$ cat config.mk
export PLATFORM = sky130hd
export DESIGN_NAME = audiodac_burst_feeder_flat
export DESIGN_NICKNAME = d
export VERILOG_FILES = /design/src/rtl/audiodac_burst_feeder_pkg.sv /design/src/rtl/audiodac_burst_feeder_if.sv /design/src/rtl/audiodac_burst_feeder_chan.sv /design/src/rtl/audiodac_burst_feeder.sv /design/src/flat_wrapper.sv
export SDC_FILE = /design/constraint.sdc
export NUM_CORES = 1
export LEC_CHECK = 0
export ABC_AREA = 1
export BUFFER_PORTS_ARGS = -buffer_cell sky130_fd_sc_hd__buf_2
export CORE_MARGIN = 2
export CORE_UTILIZATION = 27
export CTS_BUF_LIST = sky130_fd_sc_hd__clkbuf_4 sky130_fd_sc_hd__clkbuf_8
export DETAILED_ROUTE_END_ITERATION = 7
export PLACE_DENSITY_LB_ADDON = 0.1
export SETUP_SLACK_MARGIN = 0.02
export SLEW_MARGIN = 20
export SYNTH_ARGS = -nofsm -noshare
export SYNTH_HDL_FRONTEND = slang
export SYNTH_HIERARCHICAL = 1
export SYNTH_SLANG_ARGS = --single-unit
$ cat constraint.sdc
create_clock -name CLK -period 1.7 [get_ports CLK]
set_clock_uncertainty 0.05 [all_clocks]
set_input_delay 0.34 -clock CLK [delete_from_list [all_inputs] [get_ports CLK]]
set_output_delay 0.34 -clock CLK [all_outputs]
set_load 0.01 [all_outputs]
$ cat src/rtl/audiodac_burst_feeder_pkg.sv
// audiodac_burst_feeder_pkg
//   Shared definitions for the audiodac burst feeder:
//   - chan_state_e : per-channel handshake FSM states (IDLE=0, REQ=1, ACKW=2)
//   - CAP_W        : width of the optional delta-sigma capture word
//   - ch_width()   : channel index width, never below one bit
package audiodac_burst_feeder_pkg;

  typedef enum logic [1:0] {
    IDLE = 2'd0,
    REQ  = 2'd1,
    ACKW = 2'd2
  } chan_state_e;

  localparam int CAP_W = 32;

  function automatic int ch_width(input int ch);
    return (ch > 1) ? $clog2(ch) : 1;
  endfunction

endpackage

$ cat src/rtl/audiodac_burst_feeder_if.sv
// audiodac_burst_feeder_if
//   Host sample stream plus the per-channel DAC FIFO write ports.
//   Signal names keep the feeder-side view (_i into the feeder, _o out of it).
//   modport slave  : the feeder
//   modport master : host bridge / DAC FIFO side
//   s_data_i, s_valid_i, s_ready_o, s_ch_o          host valid/ready stream
//   fifo_data_o, fifo_rdy_o, fifo_ack_i             per-channel rdy/ack write port
//   fifo_full_i, fifo_empty_i                       per-channel FIFO level flags
interface audiodac_burst_feeder_if
  import audiodac_burst_feeder_pkg::*;
#(
  parameter int DATA_W = 16,
  parameter int CH     = 2
);

  localparam int CH_W = ch_width(CH);

  logic [DATA_W-1:0]    s_data_i;
  logic                 s_valid_i;
  logic                 s_ready_o;
  logic [CH_W-1:0]      s_ch_o;
  logic [CH*DATA_W-1:0] fifo_data_o;
  logic [CH-1:0]        fifo_rdy_o;
  logic [CH-1:0]        fifo_ack_i;
  logic [CH-1:0]        fifo_full_i;
  logic [CH-1:0]        fifo_empty_i;

  modport slave (
    input  s_data_i, s_valid_i, fifo_ack_i, fifo_full_i, fifo_empty_i,
    output s_ready_o, s_ch_o, fifo_data_o, fifo_rdy_o
  );

  modport master (
    output s_data_i, s_valid_i, fifo_ack_i, fifo_full_i, fifo_empty_i,
    input  s_ready_o, s_ch_o, fifo_data_o, fifo_rdy_o
  );

endinterface

$ cat src/rtl/audiodac_burst_feeder_chan.sv
// audiodac_feeder_chan
//   One DAC channel: rdy/ack handshake FSM, sample register and
//   full/empty burst-hysteresis wait flag.
//   CLK, RESET_N  clock, synchronous active-low reset
//   accept_i      a sample for this channel is accepted this cycle
//   data_i        sample to latch on accept
//   ack_i         FIFO acknowledge
//   full_i        FIFO full  (sets wait flag)
//   empty_i       FIFO empty (clears wait flag, wins over full)
//   rdy_o         data-ready to the FIFO
//   data_o        latched sample
//   idle_o        FSM is IDLE and can take a new sample
//   wait_o        wait flag
module audiodac_feeder_chan
  import audiodac_burst_feeder_pkg::*;
#(
  parameter int DATA_W = 16
) (
  input  logic              CLK,
  input  logic              RESET_N,
  input  logic              accept_i,
  input  logic [DATA_W-1:0] data_i,
  input  logic              ack_i,
  input  logic              full_i,
  input  logic              empty_i,
  output logic              rdy_o,
  output logic [DATA_W-1:0] data_o,
  output logic              idle_o,
  output logic              wait_o
);

  chan_state_e state_q, state_d;

  always_ff @(posedge CLK) begin
    if (!RESET_N) state_q <= IDLE;
    else          state_q <= state_d;
  end

  always_comb begin
    state_d = state_q;
    case (state_q)
      IDLE:    if (accept_i) state_d = REQ;
      REQ:     if (ack_i)    state_d = ACKW;
      ACKW:    if (!ack_i)   state_d = IDLE;
      default: state_d = IDLE;
    endcase
  end

  always_comb begin
    rdy_o  = (state_q == REQ);
    idle_o = (state_q == IDLE);
  end

  // accept only happens in IDLE, so data stays stable for the whole REQ phase
  always_ff @(posedge CLK) begin
    if (!RESET_N)      data_o <= '0;
    else if (accept_i) data_o <= data_i;
  end

  // empty has priority so a full/empty glitch in one cycle releases the channel
  always_ff @(posedge CLK) begin
    if (!RESET_N)     wait_o <= 1'b0;
    else if (empty_i) wait_o <= 1'b0;
    else if (full_i)  wait_o <= 1'b1;
  end

endmodule

$ cat src/rtl/audiodac_burst_feeder.sv
// audiodac_burst_feeder
//   Splits an interleaved host sample stream (ch0, ch1, .., chN-1, ch0, ..)
//   across CH audiodac FIFO write ports, one sample in flight per channel.
//   The stream stalls on a blocked channel; samples are never reordered.
//   Ports:
//   CLK, RESET_N   clock, synchronous active-low reset
//   enable_i       feeder enable (gates new accepts, irq, underrun, capture)
//   bus            audiodac_burst_feeder_if.slave (host stream + FIFO ports)
//   irq_o          registered OR of fifo_empty_i, gated by enable_i
//   undr_cnt_o     saturating count of cycles with a rising FIFO-empty edge
//   Optional (macro AUDIODAC_FEEDER_CAPTURE_EN):
//   ds_i           delta-sigma bit, shifted in MSB-first while enabled
//   cap_data_o     last complete 32-bit capture word
//   cap_valid_o    one-cycle pulse when cap_data_o is updated
module audiodac_burst_feeder
  import audiodac_burst_feeder_pkg::*;
#(
  parameter int DATA_W = 16,
  parameter int CH     = 2,
  parameter int UNDR_W = 16
) (
  input  logic                 CLK,
  input  logic                 RESET_N,
  input  logic                 enable_i,
  audiodac_burst_feeder_if.slave bus,
  output logic                 irq_o,
  output logic [UNDR_W-1:0]    undr_cnt_o
`ifdef AUDIODAC_FEEDER_CAPTURE_EN
  ,
  input  logic                 ds_i,
  output logic [CAP_W-1:0]     cap_data_o,
  output logic                 cap_valid_o
`endif
);

  localparam int CH_W = ch_width(CH);

  logic [CH_W-1:0]   rr_q;
  logic              accept;
  logic [CH-1:0]     chan_accept;
  logic [CH-1:0]     chan_rdy;
  logic [CH-1:0]     chan_idle;
  logic [CH-1:0]     chan_wait;
  logic [DATA_W-1:0] chan_data [CH];
  logic [CH-1:0]     empty_q;
  logic              empty_rise;

  // RESET_N gating keeps the host from seeing ready while the block is held in reset
  assign bus.s_ready_o = RESET_N & enable_i & chan_idle[rr_q]
                       & ~bus.fifo_full_i[rr_q] & ~chan_wait[rr_q];
  assign bus.s_ch_o    = rr_q;
  assign accept        = bus.s_valid_i & bus.s_ready_o;

  always_ff @(posedge CLK) begin
    if (!RESET_N)                        rr_q <= '0;
    else if (accept && rr_q == CH_W'(CH - 1)) rr_q <= '0;
    else if (accept)                     rr_q <= rr_q + 1'b1;
  end

  always_comb begin
    chan_accept = '0;
    for (int c = 0; c < CH; c++) begin
      if (rr_q == CH_W'(c)) chan_accept[c] = accept;
    end
  end

  for (genvar g = 0; g < CH; g++) begin : g_chan
    audiodac_feeder_chan #(.DATA_W(DATA_W)) u_chan (
      .CLK      (CLK),
      .RESET_N  (RESET_N),
      .accept_i (chan_accept[g]),
      .data_i   (bus.s_data_i),
      .ack_i    (bus.fifo_ack_i[g]),
      .full_i   (bus.fifo_full_i[g]),
      .empty_i  (bus.fifo_empty_i[g]),
      .rdy_o    (chan_rdy[g]),
      .data_o   (chan_data[g]),
      .idle_o   (chan_idle[g]),
      .wait_o   (chan_wait[g])
    );
  end

  always_comb begin
    bus.fifo_data_o = '0;
    for (int c = 0; c < CH; c++) begin
      bus.fifo_data_o[c*DATA_W +: DATA_W] = chan_data[c];
    end
  end

  assign bus.fifo_rdy_o = chan_rdy;

  // Edge history follows the pins even through reset, so an empty flag held
  // across reset is not counted as a fresh underrun.
  always_ff @(posedge CLK) begin
    empty_q <= bus.fifo_empty_i;
  end

  assign empty_rise = |(bus.fifo_empty_i & ~empty_q);

  always_ff @(posedge CLK) begin
    if (!RESET_N) undr_cnt_o <= '0;
    else if (enable_i && empty_rise && (undr_cnt_o != {UNDR_W{1'b1}}))
      undr_cnt_o <= undr_cnt_o + 1'b1;
  end

  always_ff @(posedge CLK) begin
    if (!RESET_N) irq_o <= 1'b0;
    else          irq_o <= enable_i & (|bus.fifo_empty_i);
  end

`ifdef AUDIODAC_FEEDER_CAPTURE_EN
  localparam int CAP_CNT_W = $clog2(CAP_W);

  logic [CAP_W-1:0]     cap_sh_q;
  logic [CAP_CNT_W-1:0] cap_cnt_q;
  logic [CAP_W-1:0]     cap_next;

  assign cap_next = {cap_sh_q[CAP_W-2:0], ds_i};

  // Disabling keeps the partial word but restarts the bit count.
  always_ff @(posedge CLK) begin
    if (!RESET_N) begin
      cap_sh_q    <= '0;
      cap_cnt_q   <= '0;
      cap_data_o  <= '0;
      cap_valid_o <= 1'b0;
    end else begin
      cap_valid_o <= 1'b0;
      if (enable_i) begin
        if (cap_cnt_q == CAP_CNT_W'(CAP_W - 1)) begin
          cap_data_o  <= cap_next;
          cap_valid_o <= 1'b1;
          cap_sh_q    <= '0;
          cap_cnt_q   <= '0;
        end else begin
          cap_sh_q  <= cap_next;
          cap_cnt_q <= cap_cnt_q + 1'b1;
        end
      end else begin
        cap_cnt_q <= '0;
      end
    end
  end
`endif

endmodule
$ cat src/flat_wrapper.sv
// flat-port wrapper written by rule: the top's interface ports become plain ports
module audiodac_burst_feeder_flat import audiodac_burst_feeder_pkg::*;
#(
  parameter int DATA_W = 16,
  parameter int CH     = 2,
  parameter int UNDR_W = 16
)
  (CLK, RESET_N, enable_i, irq_o, undr_cnt_o, bus_s_data_i, bus_s_valid_i, bus_fifo_ack_i, bus_fifo_full_i, bus_fifo_empty_i, bus_s_ready_o, bus_s_ch_o, bus_fifo_data_o, bus_fifo_rdy_o);
  audiodac_burst_feeder_if #(.DATA_W(DATA_W), .CH(CH)) bus_i ();
  input  logic CLK;
  input  logic RESET_N;
  input  logic enable_i;
  output logic irq_o;
  output logic [UNDR_W-1:0] undr_cnt_o;
  input wire logic [$bits(bus_i.s_data_i)-1:0] bus_s_data_i;
  input wire logic [$bits(bus_i.s_valid_i)-1:0] bus_s_valid_i;
  input wire logic [$bits(bus_i.fifo_ack_i)-1:0] bus_fifo_ack_i;
  input wire logic [$bits(bus_i.fifo_full_i)-1:0] bus_fifo_full_i;
  input wire logic [$bits(bus_i.fifo_empty_i)-1:0] bus_fifo_empty_i;
  output wire logic [$bits(bus_i.s_ready_o)-1:0] bus_s_ready_o;
  output wire logic [$bits(bus_i.s_ch_o)-1:0] bus_s_ch_o;
  output wire logic [$bits(bus_i.fifo_data_o)-1:0] bus_fifo_data_o;
  output wire logic [$bits(bus_i.fifo_rdy_o)-1:0] bus_fifo_rdy_o;
  assign bus_i.s_data_i = bus_s_data_i;
  assign bus_i.s_valid_i = bus_s_valid_i;
  assign bus_i.fifo_ack_i = bus_fifo_ack_i;
  assign bus_i.fifo_full_i = bus_fifo_full_i;
  assign bus_i.fifo_empty_i = bus_fifo_empty_i;
  assign bus_s_ready_o = bus_i.s_ready_o;
  assign bus_s_ch_o = bus_i.s_ch_o;
  assign bus_fifo_data_o = bus_i.fifo_data_o;
  assign bus_fifo_rdy_o = bus_i.fifo_rdy_o;
  audiodac_burst_feeder #(.DATA_W(DATA_W), .CH(CH), .UNDR_W(UNDR_W)) u_core (.CLK(CLK), .RESET_N(RESET_N), .enable_i(enable_i), .bus(bus_i), .irq_o(irq_o), .undr_cnt_o(undr_cnt_o));
endmodule
==> load_flow_metrics.sql <==
INSERT INTO impl_metrics (metric_group, metric, value, unit) VALUES
('status', 'outcome', 'finished clean', ''),
('critical_path', 'cp_data_arrival_time', '1.21', 'ns'),
('sta', 'fin_ws', '0.0970', 'ns'),
('routing', 'ant_nets', '0', ''),
('die', 'placementRows', '35', ''),
('clock_network', 'clock_sink_count', '58', ''),
('clock_network', 'worst_skew_pair.late_latency', '0.33', 'ns'),
('final_layout', 'layout_net_count', '468', ''),
('critical_path', 'crit_path_cell_trace', 'nor2_4 -> nand3_2 -> a21oi_2 -> buf_2', ''),
('critical_path', 'crit_path_max_incr_delay', '0.37', 'ns'),
('clock_network', 'cts.root.buffer_cell', 'clkbuf_8', ''),
('routing', 'drt-wirelength-per-cell', '12.8', 'um'),
('global_routing', 'grt_first_pass_wirelength', '11.3', 'mm'),
('sta', 'setup-violations-final', '0', ''),
('synthesis', 'netlist_area_before_placement', '2500', 'um2'),
('die', 'dieHeight', '100', 'um'),
('global_routing', 'grt_usage', '14.2', '%'),
('clock_network', 'clk_pin_slew_worst_paths', '0.07', 'ns'),
('critical_path', 'crit_slowest_cell', 'dfxtp_4', ''),
('power_and_ir_drop', 'power.sequential.fraction', '48.7', '%'),
('placement', 'dpl.hpwl', '4.93', 'mm'),
('synthesis', 'synth_largest_area_cell', 'dfxtp_1', ''),
('die', 'die-area', '10000', 'um2'),
('placement', 'placement.io_buffers', '78', ''),
('final_layout', 'antenna_diode_count', '0', ''),
('sta', 'worst_hold_slack', '0.111', 'ns'),
('global_routing', 'grt.overflow.total', '0', ''),
('global_routing', 'antenna_violations_before_repair', '1', ''),
('worst_hold_path', 'timing.hold.worst.class', 'input port to register', ''),
('power_and_ir_drop', 'net_switching_component_of_the_power', '0.709', 'mW'),
('die', 'die_w', '100', 'um'),
('sta', 'clock.fmax', '624', 'MHz'),
('die', 'initial_util', '27.4', '%'),
('critical_path', 'timing.critical_path.required', '1.31', 'ns'),
('placement', 'gp_congestion', '0.819', ''),
('power_and_ir_drop', 'internal_power', '2.16', 'mW'),
('job', 'max_cap_viol_count', '0', ''),
('synthesis', 'synth.top_cells.by_area', 'dfxtp_1, nor2_1, nand2_1', ''),
('critical_path', 'path_buf_inv', '1', ''),
('final_layout', 'filler_cell_count', '1014', ''),
('synthesis', 'yosysUniqueCellTypes', '26', ''),
('synthesis', 'postSynthCellCount', '343', ''),
('sta', 'minimum_clock_period_after_layout', '1.60', 'ns'),
('synthesis', 'yosys_register_bits', '58', ''),
('synthesis', 'synth_warnings', '6', ''),
('critical_path', 'end_kind', 'output pin', ''),
('final_layout', 'share_of_layout_cells_above_drive_strength_1', '32.1', '%'),
('synthesis', 'post_synth.cell_area_avg', '7.28', 'um2'),
('clock_network', 'cts_tree', 'done', ''),
('sta', 'tightestPinTransition', '0.498', 'ns'),
('power_and_ir_drop', 'fin_total_pwr', '2.87', 'mW'),
('final_layout', 'layout-area-overhead-vs-synth', '36.7', '%'),
('power_and_ir_drop', 'p_comb_share', '6.9', '%'),
('clock_network', 'cts_max_level', '3', ''),
('sta', 'slew_viol_final', '0', ''),
('sta', 'finalHoldViolCount', '0', ''),
('final_layout', 'layout.core_utilization', '37.5', '%'),
('sta', 'rsz0062_at_grt', 'yes', ''),
('power_and_ir_drop', 'worst_ir_drop_vdd', '425', 'uV'),
('critical_path', 'timing_worst_setup_path_type', 'register to output pin', ''),
('die', 'coreArea', '9110', 'um2'),
('routing', 'number_of_vias_per_cell_after_detailed_routing', '4.51', ''),
('sta', 'fin_setup_tns', '0', 'ns'),
('placement', 'post-place-ws', '0.0711', 'ns'),
('routing', 'drt_drc_violations_left', '0', ''),
('critical_path', 'timing.critical_path.max_delay_family', 'flip-flops', ''),
('routing', 'route.vias.total', '2514', ''),
('synthesis', 'post-synth-top-area-fraction', '46.5', '%'),
('power_and_ir_drop', 'power.leakage', '1.59', 'nW'),
('power_and_ir_drop', 'switching_share', '24.7', '%'),
('synthesis', 'postSynthNetCount', '370', '');
## kinds of logic after synthesis
logic type	share of synthesized area [%]
AO/OA/AOI/OAI	11.5
XOR/XNOR	0.351
adder cells (fa/ha/maj)	0.501
buffers and inverters	5.81
flip-flops	46.5
AND/OR/NAND/NOR	35.4
## cell type report
type | instances | area, um2 | area share (%)
repair buffers | 95 | 594 | 17.4
clock buffers | 10 | 131 | 3.85
multi-input cells | 256 | 1230 | 36.0
clock inverters | 6 | 67.6 | 1.98
inverters | 21 | 83.8 | 2.46
well taps | 111 | 139 | 4.07
flip-flops and latches | 58 | 1170 | 34.2
## cell usage after synthesis, drive strengths merged
cell	n
buf	7
o21ai	36
nor2	115
nand2	54
nand3b	3
xnor2	1
inv	21
a21oi	16
ha	1
dfxtp	58
nor3b	2
clkbuf	1
nor3	3
nand4	3
o21bai	1
nand3	21
## power groups by stage
stage | clock network, mW | logic [mW] | registers, mW
finish | 1.27 | 0.197 | 1.40
global route | 1.38 | 0.220 | 1.40
CTS | 1.33 | 0.185 | 1.40
detailed placement | 0 | 0.184 | 1.43
global placement | 0 | 0.184 | 1.43
floorplan | 0 | 0.0768 | 1.44
## registers in the layout, indices dropped and copies added (netlist names)
name	cells
u_core/g_chan.u_chan/data_o	32
u_core/undr_cnt_o	16
u_core/g_chan.u_chan/state_q	4
u_core/empty_q	2
u_core/g_chan.u_chan/wait_o	2
u_core/bus.s_ch_o	1
u_core/irq_o	1
## final timing paths
| path | startpoint | endpoint | slack [ns] | depth (start not counted) |
|---|---|---|---|---|
| worst max-delay path | u_core/g_chan[0].u_chan/state_q[0]$_SDFFE_PN0P_ | bus_s_ready_o | 0.1 | 4 |
| worst min-delay path | bus_fifo_empty_i[0] | u_core/empty_q[0]$_DFF_P_ | 0.11 | 1 |
| worst max register to register | u_core/g_chan[0].u_chan/state_q[0]$_SDFFE_PN0P_ | u_core/g_chan[0].u_chan/data_o[10]$_SDFFE_PN0P_ | 0.11 | 9 |
| worst min register to register | u_core/g_chan[0].u_chan/data_o[5]$_SDFFE_PN0P_ | u_core/g_chan[0].u_chan/data_o[5]$_SDFFE_PN0P_ | 0.44 | 2 |
## what timing repair did
action / CTS / global route
gates resized for setup: 0 / 15
setup buffers: 0 / 3
hold buffers: 0 / 0
setup endpoints to repair: 0 / 49
## cells in the final DEF (no fill, tap or decap)
master,count
a21oi_1,13
a21oi_2,3
buf_12,3
buf_2,78
buf_4,11
buf_6,1
bufinv_16,1
clkbuf_16,2
clkbuf_4,1
clkbuf_8,9
clkinv_2,1
clkinv_4,2
clkinvlp_4,2
dfxtp_1,54
dfxtp_2,3
dfxtp_4,1
ha_1,1
inv_1,19
inv_2,1
inv_6,1
nand2_1,49
nand2_2,5
nand3_1,19
nand3_2,2
nand3b_1,3
nand4_1,2
nand4_4,1
nor2_1,101
nor2_2,7
nor2_4,7
nor3_1,3
nor3b_1,2
o21ai_0,30
o21ai_1,6
o21bai_4,1
xnor2_1,1
## metrics by stage
| stage | instances | cell area, um2 |
|---|---|---|
| detailed placement | 536 | 3080 |
| finish | 557 | 3410 |
| floorplan | 343 | 2520 |
| global route | 557 | 3410 |
| global placement | 536 | 3080 |
| CTS | 552 | 3280 |
## metal layers
layer	routed length [um]	part of all wire, %	track usage (%)
met4	133	1.9	6.01
met3	510	7.2	5.15
met1	3230	45	17.5
met5	13	0.18	0
met2	3230	45	22.5
Note: power is estimated with default switching activity, not from simulation.
